### src/rtl/ctrl_sequencer.sv
// ctrl_sequencer: instruction sequencer for the 8-bit microprocessor.
// Fetches two-byte instructions (opcode, operand), decodes them, performs the
// operand read or store on the shared req/ack memory port, and strobes the
// ALU via Exec. Owns the program counter.
// Optional build macro CTRL_SEQ_BUS_TIMEOUT_EN: abort a memory access that
// has waited 16 cycles without mem_ack and enter ERROR.
module ctrl_sequencer #(
  parameter int WIDTH      = 8,
  parameter int ADDR_WIDTH = 8
) (
  input  logic                  clk,
  input  logic                  arst,
  output logic [ADDR_WIDTH-1:0] mem_addr,
  output logic                  mem_rd,
  output logic                  mem_wr,
  output logic [WIDTH-1:0]      mem_wdata,
  input  logic [WIDTH-1:0]      mem_rdata,
  input  logic                  mem_ack,
  input  logic [WIDTH-1:0]      AR,
  output logic [WIDTH-1:0]      IR,
  output logic [WIDTH-1:0]      IBR,
  output logic [WIDTH-1:0]      MBR,
  output logic                  Exec,
  output logic [ADDR_WIDTH-1:0] PC,
  output logic                  halted,
  output logic                  error
);

  // Opcode map: bits [3:0] select the operation, bit 4 selects the operand
  // kind (1 = memory address, 0 = immediate), upper bits must be zero.
  localparam logic [3:0] OP_NOP   = 4'h0;
  localparam logic [3:0] OP_LOAD  = 4'h1;
  localparam logic [3:0] OP_ADD   = 4'h2;
  localparam logic [3:0] OP_SUB   = 4'h3;
  localparam logic [3:0] OP_AND   = 4'h4;
  localparam logic [3:0] OP_OR    = 4'h5;
  localparam logic [3:0] OP_XOR   = 4'h6;
  localparam logic [3:0] OP_STORE = 4'h8;
  localparam logic [3:0] OP_JMP   = 4'h9;
  localparam logic [3:0] OP_HALT  = 4'hF;
  localparam logic       OPER2_X  = 1'b1;

  localparam logic [2:0] S_FETCH_OP  = 3'd0;
  localparam logic [2:0] S_FETCH_ARG = 3'd1;
  localparam logic [2:0] S_DECODE    = 3'd2;
  localparam logic [2:0] S_READ_MEM  = 3'd3;
  localparam logic [2:0] S_WRITE_MEM = 3'd4;
  localparam logic [2:0] S_EXEC      = 3'd5;
  localparam logic [2:0] S_HALT      = 3'd6;
  localparam logic [2:0] S_ERROR     = 3'd7;

  logic [2:0]            state_q, state_d;
  logic [ADDR_WIDTH-1:0] pc_q, pc_d;
  logic [WIDTH-1:0]      ir_q, ir_d;
  logic [WIDTH-1:0]      ibr_q, ibr_d;
  logic [WIDTH-1:0]      mbr_q, mbr_d;
  logic                  rd_q, rd_d;
  logic                  wr_q, wr_d;
  logic [ADDR_WIDTH-1:0] addr_q, addr_d;
  logic [WIDTH-1:0]      wdata_q, wdata_d;
`ifdef CTRL_SEQ_BUS_TIMEOUT_EN
  logic [3:0]            to_q, to_d;
`endif

  logic                  pending;
  logic                  acked;
  logic [3:0]            op;
  logic                  oper_x;
  logic                  upper_ok;
  logic [ADDR_WIDTH-1:0] pc_inc;
  logic [ADDR_WIDTH-1:0] ibr_addr;

  assign pending  = rd_q | wr_q;
  // An ack with nothing outstanding is ignored.
  assign acked    = pending & mem_ack;
  assign op       = ir_q[3:0];
  assign oper_x   = ir_q[4];
  assign upper_ok = (ir_q[WIDTH-1:5] == '0);
  assign pc_inc   = pc_q + ADDR_WIDTH'(1);
  assign ibr_addr = ibr_q[ADDR_WIDTH-1:0];

  // Next-state, program counter and memory-request sequencing.
  always_comb begin
    state_d = state_q;
    pc_d    = pc_q;
    ir_d    = ir_q;
    ibr_d   = ibr_q;
    mbr_d   = mbr_q;
    rd_d    = rd_q;
    wr_d    = wr_q;
    addr_d  = addr_q;
    wdata_d = wdata_q;
    case (state_q)
      S_FETCH_OP: begin
        if (!pending) begin
          // Only reached straight after reset: start the opcode read.
          rd_d   = 1'b1;
          addr_d = pc_q;
        end else if (acked) begin
          // Chain the operand read onto the same edge to avoid a bubble.
          ir_d    = mem_rdata;
          pc_d    = pc_inc;
          addr_d  = pc_inc;
          state_d = S_FETCH_ARG;
        end
      end
      S_FETCH_ARG: begin
        if (acked) begin
          ibr_d   = mem_rdata;
          pc_d    = pc_inc;
          rd_d    = 1'b0;
          state_d = S_DECODE;
        end
      end
      S_DECODE: begin
        state_d = S_ERROR;
        if (upper_ok) begin
          case (op)
            OP_LOAD, OP_ADD, OP_SUB, OP_AND, OP_OR, OP_XOR: begin
              if (oper_x == OPER2_X) begin
                rd_d    = 1'b1;
                addr_d  = ibr_addr;
                state_d = S_READ_MEM;
              end else begin
                state_d = S_EXEC;
              end
            end
            OP_STORE: begin
              if (oper_x == OPER2_X) begin
                wr_d    = 1'b1;
                addr_d  = ibr_addr;
                wdata_d = AR;
                state_d = S_WRITE_MEM;
              end
            end
            OP_JMP: begin
              if (oper_x != OPER2_X) begin
                pc_d    = ibr_addr;
                rd_d    = 1'b1;
                addr_d  = ibr_addr;
                state_d = S_FETCH_OP;
              end
            end
            OP_NOP: begin
              if (oper_x != OPER2_X) begin
                rd_d    = 1'b1;
                addr_d  = pc_q;
                state_d = S_FETCH_OP;
              end
            end
            OP_HALT: begin
              if (oper_x != OPER2_X) state_d = S_HALT;
            end
            default: state_d = S_ERROR;
          endcase
        end
      end
      S_READ_MEM: begin
        if (acked) begin
          mbr_d   = mem_rdata;
          rd_d    = 1'b0;
          state_d = S_EXEC;
        end
      end
      S_WRITE_MEM: begin
        if (acked) begin
          wr_d    = 1'b0;
          rd_d    = 1'b1;
          addr_d  = pc_q;
          state_d = S_FETCH_OP;
        end
      end
      S_EXEC: begin
        rd_d    = 1'b1;
        addr_d  = pc_q;
        state_d = S_FETCH_OP;
      end
      default: begin
        // HALT and ERROR are terminal until reset.
        state_d = state_q;
      end
    endcase
`ifdef CTRL_SEQ_BUS_TIMEOUT_EN
    // The counter restarts whenever an ack closes an access, so every new
    // request begins at zero; an ack in the 16th cycle wins.
    to_d = 4'd0;
    if (pending && !mem_ack) begin
      to_d = to_q + 4'd1;
      if (to_q == 4'd15) begin
        rd_d    = 1'b0;
        wr_d    = 1'b0;
        state_d = S_ERROR;
      end
    end
`endif
  end

  // State and datapath registers; reset overrides any in-flight access.
  always_ff @(posedge clk) begin
    if (arst) begin
      state_q <= S_FETCH_OP;
      pc_q    <= '0;
      ir_q    <= '0;
      ibr_q   <= '0;
      mbr_q   <= '0;
      rd_q    <= 1'b0;
      wr_q    <= 1'b0;
      addr_q  <= '0;
      wdata_q <= '0;
`ifdef CTRL_SEQ_BUS_TIMEOUT_EN
      to_q    <= 4'd0;
`endif
    end else begin
      state_q <= state_d;
      pc_q    <= pc_d;
      ir_q    <= ir_d;
      ibr_q   <= ibr_d;
      mbr_q   <= mbr_d;
      rd_q    <= rd_d;
      wr_q    <= wr_d;
      addr_q  <= addr_d;
      wdata_q <= wdata_d;
`ifdef CTRL_SEQ_BUS_TIMEOUT_EN
      to_q    <= to_d;
`endif
    end
  end

  assign mem_addr  = addr_q;
  assign mem_rd    = rd_q;
  assign mem_wr    = wr_q;
  assign mem_wdata = wdata_q;
  assign IR        = ir_q;
  assign IBR       = ibr_q;
  assign MBR       = mbr_q;
  assign PC        = pc_q;
  assign Exec      = (state_q == S_EXEC);
  assign halted    = (state_q == S_HALT);
  assign error     = (state_q == S_ERROR);

endmodule

### config.mk
export PLATFORM = sky130hd
export DESIGN_NAME = ctrl_sequencer
export DESIGN_NICKNAME = d
export VERILOG_FILES = /design/src/rtl/ctrl_sequencer.sv
export SDC_FILE = /design/constraint.sdc
export NUM_CORES = 1
export LEC_CHECK = 0
export ABC_AREA = 1
export CORE_MARGIN = 1
export CORE_UTILIZATION = 45
export CTS_CLUSTER_DIAMETER = 150
export CTS_CLUSTER_SIZE = 30
export DETAILED_ROUTE_END_ITERATION = 10
export MAX_ROUTING_LAYER = met4
export PLACE_DENSITY = 0.76
export SLEW_MARGIN = 5
export SYNTH_ARGS = -nofsm -noshare
export SYNTH_HDL_FRONTEND = slang
export SYNTH_SLANG_ARGS = --single-unit
### constraint.sdc
create_clock -name clk -period 1.7 [get_ports clk]
set_input_delay 0.255 -clock clk [delete_from_list [all_inputs] [get_ports clk]]
set_output_delay 0.255 -clock clk [all_outputs]
set_load 0.05 [all_outputs]
==> metrics <==
status=complete, no violations; Die W=79.9 um; row cnt=28; Post-Synthesis Cells=405; Hold Path Depth=2; Slew HR=0.714; register area share after synthesis=0.388; clock slew at reported path FFs=0.10 ns; Syn Area/Cell=6.74 um^2; final hold violations=0; largest net degree at the start of global routing=51; Nets=523; Hold Crit Class=reg -> reg; core area=~5900 um^2; vias per inst=5.26; first-pass GRT wire length=between 10 and 15 mm; Max Used Layer=met4; Total Wirelength=8.05 mm; CP max FO=8; Cell Area, Placed=3610 um^2; minimum clock period=around 1.6 ns; Initial Utilization=0.464; HPWL Detailed=5.92 mm; initial antenna violation count=0; Worst-Margin Slew=0.429 ns; Worst Path Class, Setup=reg -> reg; CP peak stage delay=0.39 ns; Max Clk Rate=617 MHz; via count=3,047; Remaining Overflow, GRT=0; final setup fails=0; worst-skew pair later-pin latency=~0.32 ns; Top delay family on crit path=simple AND/OR/NAND/NOR gates; Crit. path cell count=8; CP arrival=1.83 ns; Ports=72; cts bufs inserted=5; met2 wire length=3.86 mm; DRT Pass-1 Iters=4; r2r worst-path depth=8; P_leak=1.73 nW; area delta synth->final=41.3%; Worst path slowest cell=dfxtp_4; crit path buf inv count=1; H-tree levels=2; Synth Net Count=425; Final Instance Area=3860 um^2; CP required=1.91 ns; layout cells sized above 1=0.294; CP cell instances=buf_4 > nand2_1 > nand2_1 > o21bai_1 > nor2_2 > nand3_4 > nor3_1 > nor2_1; vias in the first global route=2,728; diode count=0; DRT antenna net count=0; CTS tree=done; Placed Cells=568; CTS Root Cell=clkbuf_8; Post-Route Skew=0.0104 ns; power per cell area=1540 nW/um^2; Clock Path Buffers=2; commonest cells after routing, fill and taps aside=80 x buf_4, 72 x nor2_1, 51 x o21ai_0; Worst Setup End Kind=flop; Die ar.=~6400 um^2; met3 WL post-DR=441 um; Cell Count, Final, Fillers Out=slightly below 600; gpl congestion=0.933; commonest non-fill, non-tap cell in the layout=buf_4; Tot GR Track Use=0.261; #FFs+latches synth=53; worst hold margin=0.487 ns; met1 WL=3.63 mm; Routed WL per cell=13.9 um; clk sinks=53; drt initial violations=198; Worst setup SP type=flop; Max-Cap Viols=0; Syn. warnings=0; Pins Over Slew Limit=0; Tot Pwr=5.96 mW; Die H=79.9 um; Final Cycle Share=0.954; worst vdd ir=887 uV; IO buf count=71; synthesized cell area=2730 um^2; Top cell by count, worst path=nand2_1; Cell variety after synth=32; DRC Markers=0
## metrics by stage
stage	util	setup TNS [ns]	setup WS, ns
after floorplan	-	0	0.00550
after global placement	0.613	-4.13	-0.198
after detailed placement	0.613	-4.97	-0.225
after CTS	0.629	-0.000936	-0.000936
after global routing	0.656	-0.0816	-0.0277
final	0.656	0	0.0783
## flip-flops by register name, indices dropped and copies added, names as in the netlist
name       count
PC             8
MBR            8
mem_wdata      8
mem_wr         1
IR             8
mem_addr       8
mem_rd         1
state_q        3
IBR            8
## cell families (layout without fill, tap and decap cells)
family,after synthesis,in the layout,share of synthesized area
AND/OR/NAND/NOR,180,180,0.286
buffers and inverters,55,154,0.0861
flip-flops,53,53,0.388
AO/OA/AOI/OAI,111,111,0.219
XOR/XNOR,5,5,0.0160
adder cells (fa/ha/maj),1,1,0.00458
## per-layer routing
layer,up-vias,global-route usage
met5,-,-
met2,98,0.432
met1,1405,0.331
li1,1534,-
met4,0,0.0732
met3,10,0.0354
## cell usage after synthesis
master / number / share of area
xor2_1: 5 / 0.016
a31oi_1: 1 / 0.0023
o21bai_1: 1 / 0.0027
clkbuf_1: 6 / 0.0082
inv_2: 5 / 0.0069
buf_6: 3 / 0.012
o2111ai_1: 1 / 0.0032
nor2_1: 81 / 0.11
o21ai_0: 57 / 0.10
o31ai_1: 3 / 0.0082
nor3_1: 13 / 0.024
a21oi_2: 1 / 0.0032
buf_4: 1 / 0.0027
dfxtp_1: 53 / 0.39
a21boi_0: 2 / 0.0055
nand2_2: 2 / 0.0046
inv_1: 38 / 0.052
ha_1: 1 / 0.0046
nor2_2: 6 / 0.014
a311oi_1: 1 / 0.0032
o22ai_1: 3 / 0.0069
buf_2: 2 / 0.0037
nand3_1: 14 / 0.026
nor2_4: 2 / 0.0082
a21oi_1: 35 / 0.064
nor3_4: 1 / 0.0060
nand2_1: 54 / 0.074
nand3_2: 2 / 0.0073
o21ai_2: 2 / 0.0064
o21ai_1: 3 / 0.0055
nand4_1: 5 / 0.011
o211ai_1: 1 / 0.0027
## worst paths after layout
| kind | slack, ns | endpoint | startpoint |
|---|---|---|---|
| setup / recovery | 0.08 | mem_addr[2] | state_q[1] |
| hold / removal | 0.49 | mem_rd | mem_rd |
| setup reg to reg | 0.08 | mem_addr[2] | state_q[1] |
| hold reg to reg | 0.49 | mem_rd | mem_rd |
## worst min-delay path, stage by stage, from the launching register on
cell     delay [ns]
dfxtp_2        0.35
nand2_1        0.06
a21oi_1        0.05
## area by class of cell
type | instances | area [um^2]
Timing Repair Buffer | 103 | 872
Inverter | 43 | 169
Clock inverter | 3 | 26.3
Fill cell | 529 | 2030
Sequential cell | 53 | 1090
Tap cell | 75 | 93.8
Multi-Input combinational cell | 297 | 1540
Clock buffer | 5 | 68.8
## timing repair
action                                  in CTS  in global routing
pin swaps                                    0                  9
hold endpoints to repair                     0                  0
endpoints found under the setup margin       1                 37
setup buffers                                0                  3
resized for setup                            0                 50
cloned                                       0                  0
hold buffers                                 0                  0
## power breakdown
part	total, mW	internal, mW	switching [mW]	leakage, nW
sequential	1.74	1.49	0.253	0.438
combinational	3.45	1.21	2.24	1.24
clock	0.768	0.302	0.466	0.0487
total	5.96	3.00	2.96	1.73
Power figures use the tool's default switching activity.
